File: config.mk
export PLATFORM = sky130hd
export DESIGN_NAME = variable_delay_line
export DESIGN_NICKNAME = d
export VERILOG_FILES = /design/src/rtl/variable_delay_line.sv
export SDC_FILE = /design/constraint.sdc
export NUM_CORES = 1
export LEC_CHECK = 0
export ABC_AREA = 0
export BUFFER_PORTS_ARGS = -buffer_cell sky130_fd_sc_hd__buf_2
export CAP_MARGIN = 20
export CORE_MARGIN = 2
export CORE_UTILIZATION = 40
export CTS_CLUSTER_DIAMETER = 100
export CTS_CLUSTER_SIZE = 40
export DETAILED_ROUTE_END_ITERATION = 12
export GPL_ROUTABILITY_DRIVEN = 0
export PLACE_DENSITY_LB_ADDON = 0.12
export SLEW_MARGIN = 20
export SYNTH_ARGS = -nofsm -noshare
export SYNTH_HDL_FRONTEND = slang
export SYNTH_SLANG_ARGS = --single-unit
File: constraint.sdc
create_clock -name clk -period 6.5 [get_ports clk]
set_input_delay 1.3 -clock clk [delete_from_list [all_inputs] [get_ports clk]]
set_output_delay 1.3 -clock clk [all_outputs]
set_load 0.01 [all_outputs]
File: src/rtl/variable_delay_line.sv
// Runtime-programmable delay line: circular buffer with one write pointer and
// an offset read pointer; ovalid marks outputs that are true D-cycle-old samples.
module variable_delay_line #(
  parameter int unsigned N         = 8,
  parameter int unsigned MAX_DELAY = 16,
  parameter int unsigned AW        = $clog2(MAX_DELAY + 1)
) (
  input  logic          clk,
  input  logic          rst,
  input  logic [AW-1:0] delay_sel,
  input  logic [N-1:0]  idata,
  output logic [N-1:0]  odata,
  output logic          ovalid,
  output logic          cfg_err
);

  localparam int unsigned PW = (MAX_DELAY > 1) ? $clog2(MAX_DELAY) : 1;

  localparam logic [0:0] S_FILL = 1'b0;
  localparam logic [0:0] S_RUN  = 1'b1;

  logic [N-1:0]  mem_q [MAX_DELAY];
  logic [PW-1:0] wp_q, wp_d;
  logic [AW-1:0] cur_d_q, cur_d_d;
  logic [AW-1:0] fill_q, fill_d;
  logic [0:0]    state_q, state_d;
  logic          cfg_err_q, cfg_err_d;
  logic [AW-1:0] dsel_clamp_c;
  logic [AW-1:0] fill_inc_c;
  logic [AW:0]   rd_diff_c;
  logic [PW-1:0] rd_addr_c;

  // Clamp request, advance write pointer, and sequence fill/run.
  always_comb begin
    dsel_clamp_c = (delay_sel > AW'(MAX_DELAY)) ? AW'(MAX_DELAY) : delay_sel;
    cfg_err_d    = (delay_sel > AW'(MAX_DELAY));
    cur_d_d      = dsel_clamp_c;
    wp_d         = (wp_q == PW'(MAX_DELAY - 1)) ? '0 : wp_q + PW'(1);
    fill_inc_c   = fill_q + AW'(1);
    fill_d       = fill_q;
    state_d      = state_q;
    if (dsel_clamp_c != cur_d_q) begin
      fill_d  = '0;
      state_d = (dsel_clamp_c == '0) ? S_RUN : S_FILL;
    end else if (state_q == S_FILL) begin
      fill_d = fill_inc_c;
      if (fill_inc_c == cur_d_q) begin
        state_d = S_RUN;
      end
    end
  end

  always_ff @(posedge clk) begin
    if (rst) begin
      wp_q      <= '0;
      fill_q    <= '0;
      cur_d_q   <= dsel_clamp_c;
      cfg_err_q <= 1'b0;
      state_q   <= (dsel_clamp_c == '0) ? S_RUN : S_FILL;
    end else begin
      wp_q      <= wp_d;
      fill_q    <= fill_d;
      cur_d_q   <= cur_d_d;
      cfg_err_q <= cfg_err_d;
      state_q   <= state_d;
    end
  end

  // Storage is never cleared; output gating hides stale contents.
  always_ff @(posedge clk) begin
    mem_q[wp_q] <= idata;
  end

  // Depth need not be a power of two, so wrap by adding MAX_DELAY on borrow.
  always_comb begin
    rd_diff_c = (AW+1)'(wp_q) - (AW+1)'(cur_d_q);
    if (rd_diff_c[AW]) begin
      rd_diff_c = rd_diff_c + (AW+1)'(MAX_DELAY);
    end
    rd_addr_c = PW'(rd_diff_c);
  end

  // D=0 bypasses storage; D=MAX_DELAY reads the slot about to be overwritten.
  always_comb begin
    ovalid = (state_q == S_RUN);
    odata  = '0;
    if (ovalid) begin
      odata = (cur_d_q == '0) ? idata : mem_q[rd_addr_c];
    end
    cfg_err = cfg_err_q;
  end

endmodule

# [Yosys cells after proc, flatten, opt, wreduce, memory -nomap -nowiden]
# Memory sizes are Yosys's and may differ from the RTL's.
# Index checks and enable logic that the tools add are counted.
[word_totals] regBits=16 mem_bits_rw=128 inputBits=15 out_inout_bits=10 elab_cells=27 mem_count=1
[mem_list] memory="mem_q" depth=16 word_bits=8 read_ports=1 rd_ports_with_merged_regs=0 wr=1 line="22" text="logic [N-1:0] mem_q [MAX_DELAY];"
[op_classes] add_sub_neg=4 n_lt_le_gt_ge=1 eq_ne=3 muxes=9 n_reduce_logical=4
[ops] cell="2-to-1 mux 8 bit" n=2
[ops] cell="zero test 5 bit" n=2
[ops] cell="adder 4 x 1 -> 4 bit, second input constant" n=2
[ops] cell="subtractor 4 x 5 -> 6 bit" n=1
[ops] cell="adder 5 x 1 -> 5 bit, second input constant" n=1
[ops] cell="== test 5 bit" n=1
[ops] cell="greater-than comparator 5 bit, second input constant" n=1
[ops] cell="2-to-1 mux 1 bit" n=5
[ops] cell="2-to-1 mux 5 bit" n=1
[ops] cell="inequality test 5 bit" n=1
[ops] cell="== test 4 bit, second input constant" n=1
[ops] cell="2-to-1 mux 4 bit" n=1
[ops] cell="OR reduction 2 bit" n=2

# [Logic depth before layout (Yosys ltp)]
# Gate-level depths: netlist (run 1).
[depth] ltp_word=6 depth_mapped=11 ltp_nobuf=8

# [Worst setup path after synthesis (run 1)]
# Ideal clock, no wire load.
[synth_path] kind="register -> output" start="register wp_q[0]" end="output odata[5]" arrival_ns=2.440 t_required_ns=5.200 slack_ns=2.760 stages_incl_launch_ff=12 n_path_buf=3 cell_sequence="dfxtp_1 inv_1 ha_1 inv_1 fa_1 buf_2 buf_4 buf_2 mux4_2 mux2i_1 nor4_1 a221o_1"
[synth_via] elab_chain_cells=6
[synth_rtl] item="from (decl)" line="23" text="logic [PW-1:0] wp_q, wp_d;"
[synth_rtl] item="from (signal assigned)" line="61" text="wp_q <= wp_d;"
[synth_rtl] item="subtractor 4 x 5 -> 6 bit *" line="76" text="rd_diff_c = (AW+1)'(wp_q) - (AW+1)'(cur_d_q);"
[synth_rtl] item="adder 4 x 1 -> 4 bit" line="78" text="rd_diff_c = rd_diff_c + (AW+1)'(MAX_DELAY);"
[synth_rtl] item="2-to-1 mux 4 bit *" line="77" text="if (rd_diff_c[AW]) begin"
[synth_rtl] item="memory read (16 x 8 bit) *"
[synth_rtl] item="2-to-1 mux 8 bit *" line="88" text="odata = (cur_d_q == '0) ? idata : mem_q[rd_addr_c];"
[synth_rtl] item="2-to-1 mux 8 bit *" line="87" text="if (ovalid) begin"
[synth_rtl] item="to (decl)" line="12" text="output logic [N-1:0] odata,"
# Every way passes the cells marked *; elsewhere a longest branch is shown, timed or not.

# [Worst setup path after layout (run 1)]
# Same ends and word-level chain as after synthesis.

==> results of run 1 <==
[per-layer routing]
layer	GRT usage, %	wire length (um)	up-vias
li1	-	-	1389
met1	22.0	5710	1571
met2	24.6	5760	73
met3	3.89	425	17
met4	6.59	230	0
met5	0	0	-
[worst paths after layout]
path / start / endpoint / slack [ns] / depth (start not counted)
max: wp_q[0] / odata[5] / 1.48 / 10
min: wp_q[0] / wp_q[0] / 0.54 / 1
max reg2reg: wp_q[1] / mem_q[15][6] / 4.73 / 2
min reg2reg: wp_q[0] / wp_q[0] / 0.54 / 1
[registers in the layout, indices dropped and copies added, names as in the netlist]
name,count
cfg_err,1
wp_q,4
mem_q,128
cur_d_q,5
ovalid,1
fill_q,5
[through the flow]
step	util (%)	instance area [um2]	std cells	total power [mW]
floorplan	-	6100	326	1.24
global placement	42.3	6350	527	1.30
detailed placement	42.3	6350	527	1.30
CTS	46.4	6980	559	2.28
global route	46.4	6980	559	2.33
finish	46.4	6980	559	2.26
[area by class of cell]
cell class	count	area share [%]
inverters	5	0.269
multi-input cells	163	25.7
flip-flops and latches	144	59.7
clock buffers	28	8.50
well taps	188	3.37
clock inverters	4	0.395
repair buffers	27	2.04
[power by group]
group,leakage (nW),total (mW),internal [mW],switching (mW)
Sequential,1.29,1.04,1.03,0.0109
Combinational,0.831,0.232,0.107,0.125
Clock,0.303,0.982,0.625,0.358
[cells in the mapped netlist (all sizes together)]
| cell | number |
|---|---|
| edfxtp | 128 |
| mux4 | 28 |
| mux2i | 24 |
| dfxtp | 16 |
| xnor2 | 11 |
| and2 | 10 |
| nor2b | 9 |
| nor4 | 9 |
| buf | 8 |
| ha | 8 |
| nor2 | 8 |
| xor2 | 7 |
| a221o | 6 |
| clkbuf | 6 |
| mux2 | 6 |
| and3 | 5 |
| inv | 5 |
| nand3 | 5 |
| nor3b | 4 |
| a21oi | 3 |
| a211o | 2 |
| a211oi | 2 |
| a21o | 2 |
| nand3b | 2 |
| a311oi | 1 |
| a31oi | 1 |
| a41oi | 1 |
| and3b | 1 |
| fa | 1 |
| nand2b | 1 |
| nand4b | 1 |
| nor3 | 1 |
| o21ai | 1 |
| o21bai | 1 |
| o41ai | 1 |
| or4 | 1 |
[worst max-delay path: cells and delay by family, from the launching register on]
kind                       cells  cell delay, ns
adders and majority gates      2            1.31
buffers and inverters          4            0.67
muxes                          2            0.55
DFF                            1            0.35
AOI/OAI and AO/OA              1            0.33
and+or+nand+nor                1            0.08
[kinds of logic after synthesis]
family / count (synthesis) / share of synthesized area, %
AO/OA/AOI/OAI: 21 / 2.77
XOR/XNOR: 18 / 2.71
adder cells (fa/ha/maj): 9 / 1.97
buffers and inverters: 19 / 2.38
flip-flops: 144 / 68.3
multiplexers: 58 / 16.1
AND/OR/NAND/NOR: 57 / 5.77
==> results.toml, run 1 <==
[sta]
period_needed_ns = 5.02
skew_ns = 0.00522
worst_pin_slew_ns = 1.01
rsz0062_at_grt = "false"
period_share_pct = 77.2
hold_viol = 0
clock.fmax_mhz = 199
slew_violations = 0
fin_setup_tns_ns = 0
whs_ns = 0.540
max_slew_margin_pct = 32.9
final.setup.worst_slack_ns = 1.48
setup_violations = 0

[floorplanning]
core_area_um2 = 15000
rows = 45
fp.dieArea_um2 = 16200
die_h_um = 127
die_w_um = 127
start_util_pct = 40.6
ios = 25

[synthesis]
yosysUniqueCellTypes = 46
ys_seq_area_share_pct = 68.3
synth-seq-cells = 144
avgSynthCellArea_um2 = 18.7
synth_area_leaders = "edfxtp_1 (63%), mux4_2 (5.9%), dfxtp_1 (5.3%)"
ys_warn_count = 0
syn_area_um2 = 6100
yosysTopAreaCell = "edfxtp_1"
synth_nets = 350
synth_top_area_share_pct = 63.0
syn_inst = 326

[outcome]
status = "complete, no violations"

[finish]
register_area_um2 = 4160
drive_above_1_share_pct = 22.4
n_antenna_cell = 0
fin_nets = 382
layout_commonest_cell = "edfxtp_1"
final_cell_mix = "edfxtp_1 (128), mux2i_1 (24), buf_2 (24), clkbuf_16 (22)"
fill_cells = 1280
multi_input_area_um2 = 1790
area_growth_pct = 14.4

[global_routing]
antenna_found_initial = 0
grt-ovfl-total = 0
grt_pass1_wl_um = 18500
grt_max_degree = 31
track_usage_pct = 16.0
first_global_vias = 3111

[worst_setup_path]
cp.arrival_ns = 3.72
worstPathRequired_ns = 5.20
critPathLaunchType = "flop"
crit_top_cell = "inv_1"
cp_cell_sequence = "inv_1 -> ha_2 -> inv_1 -> fa_2 -> buf_4 -> mux4_2 -> mux2i_1 -> nor4_1 -> a221o_1 -> buf_2"
critPathCaptureType = "primary output"
slowest_delay_ns = 1.13
cpMaxStageDelayCell = "fa_2"
criticalPathCategory = "flop to primary output"
cp_max_fo = 30

[route]
viasPerCell = 5.46
vias = 3050
dr.pass1.iters = 4
drc = 0
ant_nets = 0
wl_per_cell_um = 21.7
drt_wl_total_um = 12100
drt_iter0_drc = 172

[clock_network]
clk_path_buf_depth = 2
cts_root_buf = "clkbuf_16"
cts_setup_buffers = 0
cts_max_level = 4
worstSkewPairLatency_ns = 0.42
clock-sinks = 144
cts_hold_buf = 0
numCtsBuffers = 17
cts.repair.resized = 0
cts_tree = "built"
clk_pin_slew_worst_paths_ns = 0.05

[power]
p_per_area_nw_per_um2 = 324
leakagePower_nw = 2.43
vdd_drop_max_mv = 0.165

[placement]
dpl_worst_slack_ns = 1.79
io_buffer_count = 24
hpwl_um = 7370

[min_path]
worst_hold_path_type = "flop to flop"

[run]
cap_violations = 0
Power figures use the tool's default switching activity.
==> run 2, diff against run 1 <==
clock period = 4.3 ns   (was 6.5 ns; I/O delays follow)
==> run 2 against run 1 <==
  * Critical path depth unchanged
  * Clock skew increased by 0.0027 ns
  * Largest power group is now clock
  * Largest cell class unchanged
  * Hold slack better by 0.0036 ns
  * Wire length decreased by 0.92%
  * Register-to-register slack lost 2.3 ns
  * Core utilization is 0.62 points higher
==> results.toml, run 2 (synthesis gave the netlist of run 1 again) <==
[outcome]
status = "complete, no violations"

[route]
viasPerCell = 5.41
dr.pass1.iters = 4
wl_per_cell_um = 21.4
drt_wl_total_um = 12000
vias = 3039
ant_nets = 0
drc = 0
drt_iter0_drc = 271

[clock_network]
worstSkewPairLatency_ns = 0.42
cts_root_buf = "clkbuf_16"
clk_pin_slew_worst_paths_ns = 0.06
cts_tree = "built"
clk_path_buf_depth = 2
cts.repair.resized = 0
numCtsBuffers = 17
cts_hold_buf = 0
cts_setup_buffers = 0
cts_max_level = 4
clock-sinks = 144

[sta]
setup_violations = 0
max_slew_margin_pct = 53.6
period_share_pct = 93.1
clock.fmax_mhz = 250
period_needed_ns = 4.00
hold_viol = 0
skew_ns = 0.00792
slew_violations = 0
fin_setup_tns_ns = 0
rsz0062_at_grt = "false"
worst_pin_slew_ns = 0.696

[floorplanning]
die_w_um = 127
die_h_um = 127
fp.dieArea_um2 = 16200
core_area_um2 = 15000
start_util_pct = 40.6
rows = 45
ios = 25

[finish]
largest_register_ffs = 128
area_growth_pct = 15.9
drive_above_1_share_pct = 24.1
top_register = "mem_q"
top_regs = "mem_q (128), cur_d_q (5), fill_q (5)"
n_antenna_cell = 0
fin_area_um2 = 7070
final_cell_mix = "edfxtp_1 (128), mux2i_1 (24), buf_2 (24), clkbuf_16 (17)"
layout_commonest_cell = "edfxtp_1"
fin_nets = 385

[global_routing]
track_usage_pct = 16.2
first_global_vias = 3089
antenna_found_initial = 0
grt_pass1_wl_um = 18600
grt_max_degree = 41
grt-ovfl-total = 0

[worst_setup_path]
critPathTopFamily = "adder cells"
critPathLaunchType = "flop"
worstPathRequired_ns = 3.44
critPathCaptureType = "primary output"
cp_cell_sequence = "inv_1 -> ha_2 -> inv_1 -> fa_2 -> buf_12 -> mux4_2 -> mux2i_1 -> nor4_1 -> a221o_1 -> buf_2"
slowest_delay_ns = 0.55
crit_top_cell = "inv_1"
cp.arrival_ns = 3.14
cp.buffers_inverters = 4
cp_max_fo = 40
cpMaxStageDelayCell = "fa_2"
criticalPathCategory = "flop to primary output"

[power]
p_switching_mw = 0.772
clkPwrFrac_pct = 46.0
p_per_area_nw_per_um2 = 507
p_int_mw = 2.81
leakagePower_nw = 2.47
seqPwrFrac_pct = 44.0
sw_frac_of_total_pct = 21.6
vdd_drop_max_mv = 0.238
combPwrFrac_pct = 10.1

[min_path]
worst_hold_path_type = "flop to flop"

[run]
cap_violations = 0

[placement]
io_buffer_count = 24
hpwl_um = 7450
place_area_um2 = 6400
run 2: changes by cell type in the layout (fill, tap and decap cells not counted), moves of 2 or more:
| cell | before | now |
|---|---|---|
| buf_12 | 0 | 2 |
| bufinv_16 | 0 | 6 |
| clkbuf_1 | 4 | 0 |
| clkbuf_16 | 22 | 17 |
| clkbuf_8 | 2 | 0 |
| clkinv_2 | 1 | 4 |
| clkinvlp_4 | 1 | 3 |
run 2: metrics by stage:
stage	utilization [%]	hold WS [ns]	power, mW	worst slack, ns	instances
floorplan	-	0.496	1.87	1.00	326
global placement	42.6	0.524	1.97	0.730	530
detailed placement	42.6	0.531	1.97	0.705	530
CTS	47.0	0.546	3.62	0.246	562
global route	47.0	0.577	3.70	0.115	562
finish	47.0	0.543	3.58	0.295	562
run 2: final timing paths:
check,slack (ns),to,start,cells past startpoint
hold / removal,0.54,wp_q[0],wp_q[0],1
setup reg to reg,2.46,mem_q[15][0],wp_q[1],2
hold reg to reg,0.54,wp_q[0],wp_q[0],1
setup / recovery,0.30,odata[4],wp_q[0],10
run 2: layout make-up:
cell class / count / area, um2
clock buffer: 17 / 425
multi-input combinational: 163 / 1790
clock inverter: 15 / 240
sequential: 144 / 4160
timing repair buffer: 30 / 190
tap: 188 / 235
fill: 1259 / 7970
inverter: 5 / 18.8
run 2: metal layers:
metal / GRT usage, % / vias up / routed length (um)
li1: - / 1399 / -
met1: 22.2 / 1520 / 5260
met2: 24.3 / 99 / 5690
met3: 4.23 / 21 / 782
met4: 7.24 / 0 / 276
met5: 0 / - / 0
run 2: power groups by stage:
stage,combinational (mW),sequential [mW],clock (mW)
after global routing,0.391,1.58,1.73
after detailed placement,0.367,1.60,0
after CTS,0.368,1.58,1.67
final,0.360,1.58,1.65
after global placement,0.366,1.60,0
after floorplan,0.272,1.60,0
